File: src/rtl/util_pkg.sv
// ============================================================================
// util_pkg -- shared constants for the BCD conversion path
// Rev 1.0
// ============================================================================
`default_nettype none

package util_pkg;

  localparam logic [1:0]  S_IDLE          = 2'd0;
  localparam logic [1:0]  S_SHIFT         = 2'd1;
  localparam logic [1:0]  S_LOAD          = 2'd2;

  localparam int          BCD_DIGITS      = 4;
  localparam logic [15:0] BCD_MAX         = 16'd9999;
  localparam logic [15:0] BCD_OVF_PATTERN = 16'hFFFF;

endpackage

`default_nettype wire

File: src/rtl/bcd_adj3.sv
// ============================================================================
// bcd_adj3 -- single-digit add-3 correction applied before each shift
// Rev 1.0
// ============================================================================
`default_nettype none

module bcd_adj3 (
  input  logic [3:0] in,
  output logic [3:0] out
);

  assign out = (in >= 4'd5) ? (in + 4'd3) : in;

endmodule

`default_nettype wire

File: src/rtl/bcd_conv.sv
// ============================================================================
// bcd_conv -- sequential binary to 4-digit packed BCD, one input bit per clock
// Rev 1.0
// ============================================================================
`default_nettype none

module bcd_conv
  import util_pkg::*;
#(
  parameter int W = 14
) (
  input  logic         clk,
  input  logic         rst_n,
  input  logic         start,
  input  logic [W-1:0] bin,
  output logic         busy,
  output logic         done,
  output logic [15:0]  bcd,
  output logic         ovf
);

  localparam int             CW         = (W > 1) ? $clog2(W) : 1;
  localparam logic [CW-1:0]  c_cnt_init = CW'(W - 1);

  logic [1:0]    r_state;
  logic [W-1:0]  r_sr;
  logic [15:0]   r_acc;
  logic [CW-1:0] r_cnt;
  logic          r_ovf_pend;

  logic [15:0]   w_adj;
  logic [15:0]   w_bin_ext;
  logic [15+W:0] w_next;

  genvar g;
  generate
    for (g = 0; g < BCD_DIGITS; g++) begin : g_adj
      bcd_adj3 u_adj (
        .in  (r_acc[4*g +: 4]),
        .out (w_adj[4*g +: 4])
      );
    end
  endgenerate

  assign w_bin_ext = 16'(bin);
  // Adjusted digits and remaining input bits shift together as one register.
  assign w_next    = {w_adj, r_sr} << 1;

  always_ff @(posedge clk or negedge rst_n) begin
    if (!rst_n) begin
      r_state    <= S_IDLE;
      r_sr       <= '0;
      r_acc      <= '0;
      r_cnt      <= '0;
      r_ovf_pend <= 1'b0;
      busy       <= 1'b0;
      done       <= 1'b0;
      bcd        <= '0;
      ovf        <= 1'b0;
    end else begin
      done <= 1'b0;
      case (r_state)
        S_IDLE: begin
          if (start) begin
            r_sr       <= bin;
            r_acc      <= '0;
            r_ovf_pend <= (w_bin_ext > BCD_MAX);
            r_cnt      <= c_cnt_init;
            busy       <= 1'b1;
            r_state    <= S_SHIFT;
          end
        end
        S_SHIFT: begin
          r_acc <= w_next[15+W:W];
          r_sr  <= w_next[W-1:0];
          if (r_cnt == '0) begin
            r_state <= S_LOAD;
          end else begin
            r_cnt <= r_cnt - 1'b1;
          end
        end
        S_LOAD: begin
          bcd     <= r_ovf_pend ? BCD_OVF_PATTERN : r_acc;
          ovf     <= r_ovf_pend;
          done    <= 1'b1;
          busy    <= 1'b0;
          r_state <= S_IDLE;
        end
        default: r_state <= S_IDLE;
      endcase
    end
  end

endmodule

`default_nettype wire

File: config.mk
export PLATFORM = sky130hd
export DESIGN_NAME = bcd_conv
export DESIGN_NICKNAME = d
export VERILOG_FILES = /design/src/rtl/util_pkg.sv /design/src/rtl/bcd_adj3.sv /design/src/rtl/bcd_conv.sv
export SDC_FILE = /design/constraint.sdc
export NUM_CORES = 1
export LEC_CHECK = 0
export ABC_AREA = 1
export CORE_UTILIZATION = 49
export DETAILED_ROUTE_END_ITERATION = 6
export GPL_TIMING_DRIVEN = 1
export PLACE_DENSITY = 0.75
export SYNTH_ARGS = -nofsm -noshare
export SYNTH_HDL_FRONTEND = slang
export SYNTH_SLANG_ARGS = --single-unit
File: constraint.sdc
create_clock -name clk -period 1.2 [get_ports clk]
set_clock_uncertainty 0.1 [all_clocks]
set_input_delay 0.18 -clock clk [delete_from_list [all_inputs] [get_ports clk]]
set_output_delay 0.18 -clock clk [all_outputs]
set_load 0.05 [all_outputs]
---- After elaboration in Yosys (flattened, before gate mapping) ----
Index checks and enable logic that the tools add are counted.
storage, ports and cells
  flip-flop bits (word level) ............. 56
  logic and storage cells ................. 51
  bits of input ports ..................... 17
operators by class
  reductions and logical operators ........ 9
  equality and inequality tests ........... 5
  multiplexer cells ....................... 18
  add/sub/neg operators ................... 5
  magnitude comparators ................... 5
operators with widths
  kind                                                    count
  two-way mux 16 bit                                      2
  one-hot mux 16 bit (2 select lines)                     1
  one-hot mux 14 bit (2 select lines)                     1
  two-way mux 4 bit                                       5
  >= comparator 4 x 3 -> 1 bit (second input constant)    4
  greater-than comparator 14 bit (second input constant)  1
  two-way mux 14 bit                                      1
  adder 4 x 2 -> 4 bit (second input constant)            3
  one-hot mux 4 bit (2 select lines)                      1
  AND reduction 2 bit                                     4
  != test 2 bit (second input constant)                   3
  zero test 4 bit                                         1
  two-way mux 2 bit                                       2
  one-hot mux 2 bit (2 select lines)                      1
  nonzero test 2 bit                                      2
  subtractor 4 x 1 -> 4 bit (second input constant)       1
  adder 3 x 2 -> 3 bit (second input constant)            1
  two-way mux 3 bit                                       1
  AND reduction 3 bit                                     1
  equality test 2 x 1 -> 1 bit (second input constant)    1
  equality test 2 bit (second input constant)             1
  zero test 2 bit                                         1
  two-way mux 1 bit                                       2
  one-hot mux 1 bit (2 select lines)                      1

---- Logic depth before layout (Yosys ltp) ----
  word-level depth ........................ 3
  depth in mapped cells ................... 8
  gate-level depth less buffers ........... 8

---- Hierarchy ----
Synthesis repeated with hierarchy kept, for this count alone.
second synthesis, totals
  cell total of the unflattened synthesis .. 360
  area, all modules ....................... 2,877.8 um^2
by module, submodules not included
  module    times used  sequential area each (um^2)  area each (um^2)  cells each
  bcd_conv  1           1,401.3                      2,337.2           268
  bcd_adj3  4           0.0                          135.1             23

---- Worst setup path after synthesis ----
No wires, ideal clock.
  kind .................................... flip-flop to flip-flop
  start point ............................. register r_cnt[0]
  end point ............................... register r_cnt[0]
  path buffers ............................ 0
  slack ................................... -0.074 ns
  required time ........................... 0.983 ns
  arrival ................................. 1.057 ns
  library setup time ...................... 0.117 ns
  stages on the path, launching flop included .. 8
  cells stage by stage .................... dfrtp_1 -> inv_1 -> ha_1 -> nand3_1 -> nand2_2 -> nand2_1 -> nor2_1 -> nor2_1
on the way
  word-level cells in the longest chain between the ends .. 3
RTL lines
  what                                                                       RTL line                        RTL
  start: declaration                                                         bcd_conv.sv:28                  logic [CW-1:0] r_cnt;
  start signal: assignment                                                   bcd_conv.sv:68                  r_cnt <= c_cnt_init;
  start signal: assignment                                                   bcd_conv.sv:79                  r_cnt <= r_cnt - 1'b1;
  subtractor 4 x 1 -> 4 bit or zero test 4 bit (tied branches)               bcd_conv.sv:79, bcd_conv.sv:76
  two-way mux 4 bit or != test 2 bit (tied branches)                         n/a
  one-hot mux 4 bit (2 select lines) or AND reduction 3 bit (tied branches)  n/a
Parallel ways exist; a longest one is shown, timed or not. The select of a mux whose other input is x is not followed.
A chain may end at the register's enable or synchronous reset.

---- Worst setup path after layout ----
  start point ............................. register r_state[1]
  end point ............................... register r_sr[11]
on the way
  word-level cells in the longest chain between the ends .. 3
RTL lines
  what                                                             RTL line        RTL
  start: declaration                                               bcd_conv.sv:25  logic [1:0] r_state;
  start signal: assignment                                         bcd_conv.sv:51  r_state <= S_IDLE;
  start signal: assignment                                         bcd_conv.sv:70  r_state <= S_SHIFT;
  start signal: assignment                                         bcd_conv.sv:77  r_state <= S_LOAD;
  equality test 2 x 1 -> 1 bit or zero test 2 bit (tied branches)  bcd_conv.sv:62  case (r_state)
  nonzero test 2 bit (no line) or != test 2 bit (tied branches)    n/a
  AND reduction 2 bit (no line)                                    n/a
  end signal: assignment                                           bcd_conv.sv:65  r_sr <= bin;
  end signal: assignment                                           bcd_conv.sv:75  r_sr <= w_next[W-1:0];
  end: declaration                                                 bcd_conv.sv:26  logic [W-1:0] r_sr;
Parallel ways exist; a longest one is shown, timed or not.

==> results.py <==
metrics = {
    "status": {
        "status": "finished with violations",
        "violations": "setup timing",
    },
    "timing": {
        "drv_slew": 0,
        "min_period_over_period": 1.122,
        "setup_slack_ns": -0.1468,
        "max_slew_margin": 0.7937,
        "setup-tns-final_ns": -2.191,
        "whs_ns": 0.3007,
        "worst_pin_slew_ns": 0.3095,
        "period_minus_slack_ns": 1.347,
        "rsz0062_at_grt": "true",
        "fmax_mhz": 742.5,
        "final_hold_viol_count": 0,
        "final-setup-viol-count": 37,
    },
    "floorplanning": {
        "pin_count": 36,
        "fp.dieW_um": 76.37,
        "rows": 26,
        "die_h_um": 76.37,
        "start_util": 0.5207,
        "die_area_mm2": 0.005832,
        "core_mm2": 0.005205,
    },
    "logic_synthesis": {
        "ys_seq_elements": 56,
        "synth_cells": 337,
        "syn_area_mm2": 0.002710,
        "yosysWarnings": 0,
        "syn-num-nets": 363,
        "ys_seq_area_frac": 0.5171,
        "synth_cell_types": 18,
        "syn_avg_cell_area_um2": 8.042,
    },
    "global_route": {
        "gr-usage-met2": 0.4108,
        "grt_start_max_net_pins": 57,
        "antenna_found_initial": 0,
        "grt_util_met3": 0.03713,
        "grt_usage": 0.2298,
        "grt_pass1_vias": 2483,
        "grt_pass1_wl_um": 10920,
        "grt_overflow": 0,
        "busiest_layer": "met2",
        "grt_use_met1": 0.2890,
    },
    "cts": {
        "numCtsBuffers": 5,
        "cts_buffer_depth": 2,
        "tritoncts": "built",
        "htreeDepth": 2,
        "clock-sinks": 56,
        "clkTransAtPathRegs_ns": 0.09,
        "clockRootBuffer": "clkbuf_8",
        "clkLatencyLatePin_ns": 0.30,
    },
    "place": {
        "postPlaceCellArea_mm2": 0.003586,
        "dp_slack_ns": -0.2189,
        "port_buffers": 35,
        "hpwlAfterDp_um": 3902,
        "gp_congestion": 0.8187,
        "dp_cells": 458,
    },
    "power": {
        "powerDensity_mw_per_mm2": 3144,
        "power_mw": 13.28,
        "peakVddDrop_uv": 1516,
        "p_leak_nw": 2.039,
    },
    "detailed_routing": {
        "wl_per_cell_um": 14.44,
        "vias": 2561,
        "drc": 0,
        "drtAntennaViolNets": 0,
        "dr.pass1.iters": 4,
        "drt_iter0_markers": 192,
        "wl_um": 7016,
        "routed_via_density": 5.270,
    },
    "layout": {
        "design_area_mm2": 0.004225,
        "fin_cells": 486,
        "fin_nets": 441,
        "drive_gt1_frac": 0.3510,
        "fillers": 297,
        "num_antenna_cells": 0,
        "syn_to_final_growth_pct": 55.91,
        "regArea_mm2": 0.001404,
        "final_core_util": 0.8118,
        "multi_input_area_mm2": 0.001428,
    },
    "worst_setup_path": {
        "critPathLaunchType": "flip-flop",
        "crit_arrival_ns": 1.43,
        "critPathBufInv": 2,
        "end_kind": "flip-flop",
        "worstPathRequired_ns": 1.28,
        "crit_chain": "inv_2, nand2_8, clkbuf_16, nand2_1, o21ai_1, nand2_1, o21ai_1",
        "cp_slowest_stage_delay_ns": 0.40,
        "path_max_fanout": 6,
        "rrSetupSlack_ns": -0.15,
        "crit_slowest_cell": "dfrtp_1",
        "cp_top_family": "flip-flops",
        "critPathKind": "reg2reg",
    },
    "run": {
        "max_cap_viol_count": 0,
    },
    "hold_path": {
        "holdCritPathClass": "in2async",
    },
}
-- worst paths after layout --
path                                              from                endpoint  cells past startpoint
worst max register to register  r_state[1]$_DFFE_PN0P_    r_sr[11]$_DFFE_PN0P_                      7
max in group asynchronous                        rst_n  r_state[0]$_DFFE_PN0P_                      3
worst max-delay path            r_state[1]$_DFFE_PN0P_    r_sr[11]$_DFFE_PN0P_                      7
worst min-delay path                             rst_n     bcd[13]$_DFFE_PN0P_                      3
min in group clk                                bin[0]     r_sr[0]$_DFFE_PN0P_                      3
worst min register to register   r_acc[13]$_DFFE_PN0P_   r_acc[13]$_DFFE_PN0P_                      2
-- tightest hold or removal path, delay by kind of cell --
family | cells | cell delay, ns
buf+inv | 3 | 0.91
-- registers in the layout (all words and copies together), names as in the netlist --
signal / cells
bcd: 16
busy: 1
r_state: 2
r_cnt: 4
r_ovf_pend: 1
r_sr: 14
r_acc: 16
done: 1
ovf: 1
-- area by class of cell --
type,instances,share of cell area
Timing Repair Buffer,81,0.2464
Sequential cell,56,0.3322
Inverter,44,0.04146
Tap cell,70,0.02073
Clock buffer,8,0.02132
Multi-Input combinational cell,227,0.3379
-- logic make-up (layout without fill, tap and decap cells) --
family	after synthesis	in the layout	share of synthesized area
simple gates	164	164	0.2585
flops	56	56	0.5171
compound gates	54	54	0.1006
buf+inv	54	133	0.08218
fa+ha+maj	9	9	0.04155
-- layout by cell type, fill, tap and decap left out, types with 2 or more instances in the layout --
cell,Yosys,layout
nand2_2,3,14
clkbuf_1,0,2
clkdlybuf4s50_1,0,15
buf_12,0,26
nand4_1,8,8
inv_1,39,25
buf_4,3,31
o21ai_1,21,23
inv_2,5,17
nor2_4,0,2
nand2_8,0,2
clkbuf_16,0,2
nor2_1,28,26
nand3_2,0,3
nand2_4,1,10
buf_6,0,4
ha_4,0,8
a21oi_1,17,16
clkbuf_8,0,6
dfrtp_2,0,2
o21ai_0,15,5
o21ai_2,0,8
dfrtp_1,56,54
nand3_4,1,5
nand2_1,95,73
nand3_1,27,20
-- power breakdown --
group	internal [mW]	leakage, nW	switching (mW)	total (mW)
combinational	4.00	1.32	4.65	8.65
sequential	2.78	0.670	0.794	3.58
clock	0.473	0.0455	0.582	1.06
-- cells in the mapped netlist, drive strengths merged --
library cell	number	area, um^2
dfrtp	56	1401
o211ai	1	7.510
nand2	99	386.6
buf	10	57.55
nor2	29	111.4
ha	9	112.6
nand3	28	152.7
a21oi	17	85.08
inv	44	165.2
o21ai	36	180.2
nand4	8	50.05
-- layer usage --
| metal | vias to the layer above | wire, um |
|---|---|---|
| met5 | - | 0 |
| met4 | 0 | 59 |
| met3 | 8 | 284 |
| met2 | 79 | 3833 |
| met1 | 1241 | 2838 |
| li1 | 1233 | - |
-- what timing repair did --
item,CTS,global route
setup buffers,9,8
hold buffers,1,0
setup endpoints to repair,33,56
gates cloned,1,2
pin swaps,14,19
resized for setup,51,48
endpoints found under the hold margin,56,0
(Power assumes the default switching activity.)
